$ cat src/rtl/park_pkg.sv
// -----------------------------------------------------------------------------
// park_pkg
// Shared definitions for the parking entry stage.
//   SLOT_W / NUM_SLOTS : slot index width and slot count (NUM_SLOTS = 2**SLOT_W)
//   slot_t, occ_t, count_t : slot index, occupancy vector, slot count types
//   park_state_e       : entry FSM states (IDLE, ALLOC, ISSUE, GATE)
//   occ_popcount()     : number of occupied slots in an occupancy vector
// -----------------------------------------------------------------------------
package park_pkg;

   localparam int SLOT_W    = 3;
   localparam int NUM_SLOTS = 2 ** SLOT_W;

   typedef logic [SLOT_W-1:0]    slot_t;
   typedef logic [NUM_SLOTS-1:0] occ_t;
   typedef logic [SLOT_W:0]      count_t;

   typedef enum logic [1:0] {
      IDLE  = 2'd0,
      ALLOC = 2'd1,
      ISSUE = 2'd2,
      GATE  = 2'd3
   } park_state_e;

   function automatic count_t occ_popcount(input occ_t occ);
      count_t cnt;
      cnt = '0;
      for (int i = 0; i < NUM_SLOTS; i++) begin
         cnt = cnt + count_t'(occ[i]);
      end
      return cnt;
   endfunction

endpackage

$ cat src/rtl/park_free_finder.sv
// -----------------------------------------------------------------------------
// park_free_finder
// Combinational lowest-zero priority encoder over the occupancy vector.
//   occ      : occupancy, bit i = 1 means slot i is taken
//   idx      : lowest-numbered free slot (0 when none is free)
//   any_free : at least one slot is free
// -----------------------------------------------------------------------------
module park_free_finder
   import park_pkg::*;
(
   input  occ_t  occ,
   output slot_t idx,
   output logic  any_free
);

   // Scan from the top down so the lowest free index is the last one written.
   always_comb begin
      idx      = '0;
      any_free = ~(&occ);
      for (int i = NUM_SLOTS - 1; i >= 0; i--) begin
         idx = (!occ[i]) ? slot_t'(i) : idx;
      end
   end

endmodule

$ cat src/rtl/park_token_issuer.sv
// -----------------------------------------------------------------------------
// park_token_issuer
// Entry-side stage of the parking system: tracks slot occupancy, allocates the
// lowest free slot to an arriving car, presents the token (slot ^ pattern) to
// the entry terminal, opens the barrier for GATE_CYCLES cycles, and releases
// slots reported by the exit path.
//
// Ports:
//   clk, rst_n   : clock (rising edge), asynchronous active-low reset
//   pattern      : encryption pattern, sampled in the ALLOC cycle only
//   entry_req    : car present at entry (level, sampled in IDLE)
//   token_valid  : token presented (registered)
//   token        : encrypted slot number (registered, stable while valid)
//   token_ack    : terminal accepted the token
//   entry_gate   : barrier open (registered)
//   full         : every slot occupied (from registered occupancy)
//   free_count   : number of free slots, 0..NUM_SLOTS
//   exit_valid   : one-cycle pulse, park_number is being vacated
//   park_number  : slot being vacated
//   exit_err     : one-cycle pulse, exit reported for an already free slot
//
// Optional build macro PARK_STATS_EN adds:
//   entries_total : saturating count of completed token handshakes
//   peak_occupied : highest occupied-slot count seen since reset
// -----------------------------------------------------------------------------
module park_token_issuer
   import park_pkg::*;
#(
   parameter int GATE_CYCLES = 4
)
(
   input  logic              clk,
   input  logic              rst_n,
   input  logic [SLOT_W-1:0] pattern,
   input  logic              entry_req,
   output logic              token_valid,
   output logic [SLOT_W-1:0] token,
   input  logic              token_ack,
   output logic              entry_gate,
   output logic              full,
   output logic [SLOT_W:0]   free_count,
   input  logic              exit_valid,
   input  logic [SLOT_W-1:0] park_number,
   output logic              exit_err
`ifdef PARK_STATS_EN
   ,
   output logic [7:0]        entries_total,
   output logic [SLOT_W:0]   peak_occupied
`endif
);

   localparam int GCNT_W = $clog2(GATE_CYCLES + 1);
   localparam logic [GCNT_W-1:0] GATE_LOAD = GCNT_W'(GATE_CYCLES);
   localparam logic [GCNT_W-1:0] GCNT_ONE  = GCNT_W'(1);

   park_state_e       state_q, state_d;
   occ_t              occ_q, occ_d;
   slot_t             token_q, token_d;
   logic              token_valid_q, token_valid_d;
   logic              entry_gate_q, entry_gate_d;
   logic              exit_err_q, exit_err_d;
   logic [GCNT_W-1:0] gate_cnt_q, gate_cnt_d;

   occ_t              set_mask;
   occ_t              clr_mask;
   slot_t             free_idx;
   logic              any_free;
   count_t            occupied_cnt;

   park_free_finder u_free_finder (
      .occ      (occ_q),
      .idx      (free_idx),
      .any_free (any_free)
   );

   // Occupancy-derived status; combinational from the registered vector.
   always_comb begin
      occupied_cnt = occ_popcount(occ_q);
      full         = &occ_q;
      free_count   = count_t'(NUM_SLOTS) - occupied_cnt;
   end

   // Next-state logic for the entry FSM and the independent exit path.
   always_comb begin
      state_d       = state_q;
      token_d       = token_q;
      token_valid_d = token_valid_q;
      entry_gate_d  = entry_gate_q;
      gate_cnt_d    = gate_cnt_q;
      exit_err_d    = 1'b0;
      set_mask      = '0;
      clr_mask      = '0;

      // Exit of a free slot only flags an error. ALLOC never picks a taken
      // slot, so an exit that collides with the allocation is always an
      // erroneous one: the set below wins and exit_err pulses.
      if (exit_valid) begin
         if (occ_q[park_number]) begin
            clr_mask[park_number] = 1'b1;
         end else begin
            exit_err_d = 1'b1;
         end
      end else begin
         exit_err_d = 1'b0;
      end

      case (state_q)
         IDLE: begin
            if (entry_req && !full) begin
               state_d = ALLOC;
            end else begin
               state_d = IDLE;
            end
         end
         ALLOC: begin
            // Allocation uses the registered occupancy, so a slot freed this
            // cycle becomes available to the next allocation.
            if (any_free) begin
               set_mask[free_idx] = 1'b1;
               token_d            = free_idx ^ pattern;
               token_valid_d      = 1'b1;
               state_d            = ISSUE;
            end else begin
               state_d = IDLE;
            end
         end
         ISSUE: begin
            if (token_valid_q && token_ack) begin
               token_valid_d = 1'b0;
               entry_gate_d  = 1'b1;
               gate_cnt_d    = GATE_LOAD;
               state_d       = GATE;
            end else begin
               token_valid_d = 1'b1;
            end
         end
         GATE: begin
            if (gate_cnt_q == GCNT_ONE) begin
               entry_gate_d = 1'b0;
               gate_cnt_d   = '0;
               state_d      = IDLE;
            end else begin
               gate_cnt_d = gate_cnt_q - GCNT_ONE;
            end
         end
         default: begin
            state_d       = IDLE;
            token_valid_d = 1'b0;
            entry_gate_d  = 1'b0;
            gate_cnt_d    = '0;
         end
      endcase

      occ_d = (occ_q & ~clr_mask) | set_mask;
   end

   // State, occupancy and registered outputs.
   always_ff @(posedge clk or negedge rst_n) begin
      if (!rst_n) begin
         state_q       <= IDLE;
         occ_q         <= '0;
         token_q       <= '0;
         token_valid_q <= 1'b0;
         entry_gate_q  <= 1'b0;
         exit_err_q    <= 1'b0;
         gate_cnt_q    <= '0;
      end else begin
         state_q       <= state_d;
         occ_q         <= occ_d;
         token_q       <= token_d;
         token_valid_q <= token_valid_d;
         entry_gate_q  <= entry_gate_d;
         exit_err_q    <= exit_err_d;
         gate_cnt_q    <= gate_cnt_d;
      end
   end

   assign token_valid = token_valid_q;
   assign token       = token_q;
   assign entry_gate  = entry_gate_q;
   assign exit_err    = exit_err_q;

`ifdef PARK_STATS_EN
   logic [7:0] entries_total_q, entries_total_d;
   count_t     peak_occupied_q, peak_occupied_d;

   // Saturating handshake counter and occupancy high-water mark.
   always_comb begin
      entries_total_d = entries_total_q;
      peak_occupied_d = peak_occupied_q;
      if (token_valid_q && token_ack && (entries_total_q != 8'hFF)) begin
         entries_total_d = entries_total_q + 8'd1;
      end else begin
         entries_total_d = entries_total_q;
      end
      if (occupied_cnt > peak_occupied_q) begin
         peak_occupied_d = occupied_cnt;
      end else begin
         peak_occupied_d = peak_occupied_q;
      end
   end

   // Statistics registers.
   always_ff @(posedge clk or negedge rst_n) begin
      if (!rst_n) begin
         entries_total_q <= 8'd0;
         peak_occupied_q <= '0;
      end else begin
         entries_total_q <= entries_total_d;
         peak_occupied_q <= peak_occupied_d;
      end
   end

   assign entries_total = entries_total_q;
   assign peak_occupied = peak_occupied_q;
`endif

endmodule

$ cat config.mk
export PLATFORM = sky130hd
export DESIGN_NAME = park_token_issuer
export DESIGN_NICKNAME = d
export VERILOG_FILES = /design/src/rtl/park_pkg.sv /design/src/rtl/park_free_finder.sv /design/src/rtl/park_token_issuer.sv
export SDC_FILE = /design/constraint.sdc
export NUM_CORES = 1
export LEC_CHECK = 0
export ABC_CLOCK_PERIOD_IN_PS = 4600
export CAP_MARGIN = 20
export CORE_MARGIN = 1
export CORE_UTILIZATION = 30
export CTS_CLUSTER_DIAMETER = 40
export DETAILED_ROUTE_END_ITERATION = 16
export DONT_BUFFER_PORTS = 1
export PLACE_DENSITY_LB_ADDON = 0.08
export SLEW_MARGIN = 20
export SYNTH_ARGS = -nofsm -noshare
export SYNTH_HDL_FRONTEND = slang
export SYNTH_SLANG_ARGS = --single-unit
$ cat constraint.sdc
create_clock -name clk -period 4.6 [get_ports clk]
set_input_delay 1.38 -clock clk [delete_from_list [all_inputs] [get_ports clk]]
set_output_delay 1.38 -clock clk [all_outputs]
set_load 0.01 [all_outputs]
==> out/qor.yml <==
postRouteAntennaNets: 0
comb_power_share: 0.519
start_kind: "flop"
coreArea_mm2: 0.00380
vdd_drop_max_mv: 0.207
cts_root_buf: "clkbuf_8"
cts_sinks: 19
vias: 919
hpwl_mm: 2.05
grt_util_all_layers: 0.143
cp_data_arrival_time_ns: 2.79
die-area_mm2: 0.00438
cts.clk_slew.worst_paths_ns: 0.08
placed_area_mm2: 0.00128
max-cap-violations: 0
drive_above_1_share: 0.0526
clock_path_buffers: 2
boundaryPins: 22
p_int_mw: 0.508
syn_area_per_cell_um2: 9.36
status: "finished clean"
critical_path_buf_inv_count: 3
finalMaxSlewViolations: 0
fin_ws_ns: 0.426
hold_path.startpoint: "gate_cnt_q[1]"
wl_per_cell_um: 14.7
fp.dieW_um: 66.2
antenna_found_initial: 0
finalSetupViolations: 0
async_flop_share: 1.00
worstPathRequired_ns: 3.22
slowest_delay_ns: 0.51
num-fill-cells: 399
grt_pass1_vias: 963
clock_power_share: 0.128
place_ws_ns: 0.683
syn_nets: 154
initial_core_util: 0.325
synth_ff_type: "dfrtp_1"
netSwitchingPower_mw: 0.440
grt_pass1_wl_mm: 4.65
synthCells: 132
place_congestion: 0.794
cts_resized: 0
report.final.hold_viol_count: 0
skew_ns: 0.00625
route.detailed.drc: 0
n_antenna_cell: 0
synth.cell_area_mm2: 0.00123
worstSetupEndpointType: "output pin"
p_leak_nw: 0.578
min_period_ns: 4.17
postCtsSetupBuffers: 0
worst-path-max-fanout: 9
max_slew_margin: 0.713
rows: 22
synth-edff-count: 0
power_density_mw_per_mm2: 713
grt_max_degree: 20
drt-initial-drc-count: 36
chipHeight_um: 66.2
cpLargestDelayFamily: "adder cells"
viasPerCell: 5.08
nets: 156
ys_types: 36
dr.pass1.iters: 4
yosysWarnings: 0
ctsHoldBuffers: 0
multiInputGateArea_um2: 696
rsz0062_at_grt: "false"
fin_crit_sh: 0.907
cts_tree: "yes"
swShare: 0.464
portBuffers: 0
min_path_type: "flop to flop"
synth_area_leaders: "dfrtp_1, ha_1, fa_1"
finalWirelength_mm: 2.66
power.total_mw: 0.948
cts-htree-levels: 1
crit_start: "occ_q[4]"
fmaxAchievable_ghz: 0.240
grt-ovfl-total: 0
slowest_stage: "fa_1"
synth_top_area_frac: 0.385
clock_latency_ns: 0.26
cts_buffers: 3
reg2reg_from: "occ_q[5]"
fin_area_mm2: 0.00133
seqCellArea_um2: 475
finalSetupTns_ns: 0
worstMarginPinSlew_ns: 0.427
synthToLayoutAreaGrowth_pct: 7.70
synth_seq_cells: 19
synth-seq-area-share: 0.385
crit_chain: "fa_1 -> inv_1 -> ha_1 -> inv_1 -> fa_1 -> inv_1 -> fa_1 -> ha_1"
crit_type: "flop to output pin"
synth_top_cell_by_area: "dfrtp_1"
seqPwrFrac: 0.353
## final cells by class
type / count / share of cell area
clock buffer: 3 / 0.0310
clock inverter: 1 / 0.00376
inverter: 14 / 0.0395
multi-input combinational: 96 / 0.523
sequential: 19 / 0.357
tap: 48 / 0.0452
## cells in the mapped netlist (all sizes together), types with 2 or more instances
cell type / n
a21oi: 3
fa: 4
clkbuf: 2
mux2i: 2
nand2b: 4
mux4: 2
nor3b: 2
nand3: 5
and2: 3
or3: 2
dfrtp: 19
a22o: 2
nor2b: 2
ha: 7
nor3: 4
inv: 14
o22ai: 3
a31oi: 3
o21ai: 13
nand2: 16
a21o: 3
nor2: 6
## worst paths after layout
check	to	slack [ns]	cells after the start
worst max register to register	token_valid	2.78	5
min in group asynchronous	exit_err	0.80	0
worst max-delay path	free_count[2]	0.43	8
max in group asynchronous	occ_q[3]	3.72	0
worst min register to register	gate_cnt_q[1]	0.50	2
worst min-delay path	gate_cnt_q[1]	0.50	2
## per-layer routing
| layer | part of all wire | global-route usage | vias to the layer above | wire length [um] |
|---|---|---|---|---|
| li1 | - | - | 467 | - |
| met4 | 0.0053 | 0.0319 | 0 | 14 |
| met3 | 0.043 | 0.0466 | 2 | 115 |
| met2 | 0.49 | 0.241 | 15 | 1310 |
| met5 | 0 | 0 | - | 0 |
| met1 | 0.46 | 0.177 | 435 | 1220 |
## worst register-to-register path, stage by stage (launching register included)
cell     delay (ns)
dfrtp_1        0.51
ha_1           0.23
nand3_1        0.13
or3_4          0.37
a211o_1        0.30
a22o_1         0.19
## stage by stage
step | utilization | hold slack [ns] | std cells
4_1_cts | 0.350 | 0.506 | 181
5_1_grt | 0.350 | 0.549 | 181
2_1_floorplan | - | 0.450 | 132
3_5_place_dp | 0.338 | 0.486 | 177
6_report | 0.350 | 0.499 | 181
3_3_place_gp | 0.338 | 0.473 | 177
## cell families (layout without fill, tap and decap cells)
family | count (synthesis) | in the layout | synth area share
xor gates and xnor gates | 1 | 1 | 0.00709
DFF | 19 | 19 | 0.385
buffers and inverters | 17 | 18 | 0.0517
adders and majority gates | 11 | 11 | 0.136
muxes | 4 | 4 | 0.0557
and+or+nand+nor | 47 | 47 | 0.195
AOI/OAI and AO/OA | 33 | 33 | 0.170
## state kept, by name, indices dropped and copies added, names as in the netlist, named ones only
signal       cells
exit_err         1
entry_gate       1
token            3
token_valid      1
occ_q            8
gate_cnt_q       3
state_q          1
## power groups by stage
stage	logic (mW)	registers, mW	clock network (mW)
floorplan	0.438	0.299	0
global placement	0.496	0.335	0
detailed placement	0.506	0.340	0
CTS	0.508	0.336	0.128
global route	0.574	0.349	0.132
finish	0.492	0.334	0.121
## layout by cell type, fill, tap and decap left out, types with 4 or more instances in the layout
master	instances
nand3_1	5
fa_1	4
o21ai_0	13
nor3_1	4
dfrtp_1	19
inv_1	14
nand2_1	15
ha_1	7
nand2b_1	4
nor2_1	6
Power figures use the tool's default switching activity.
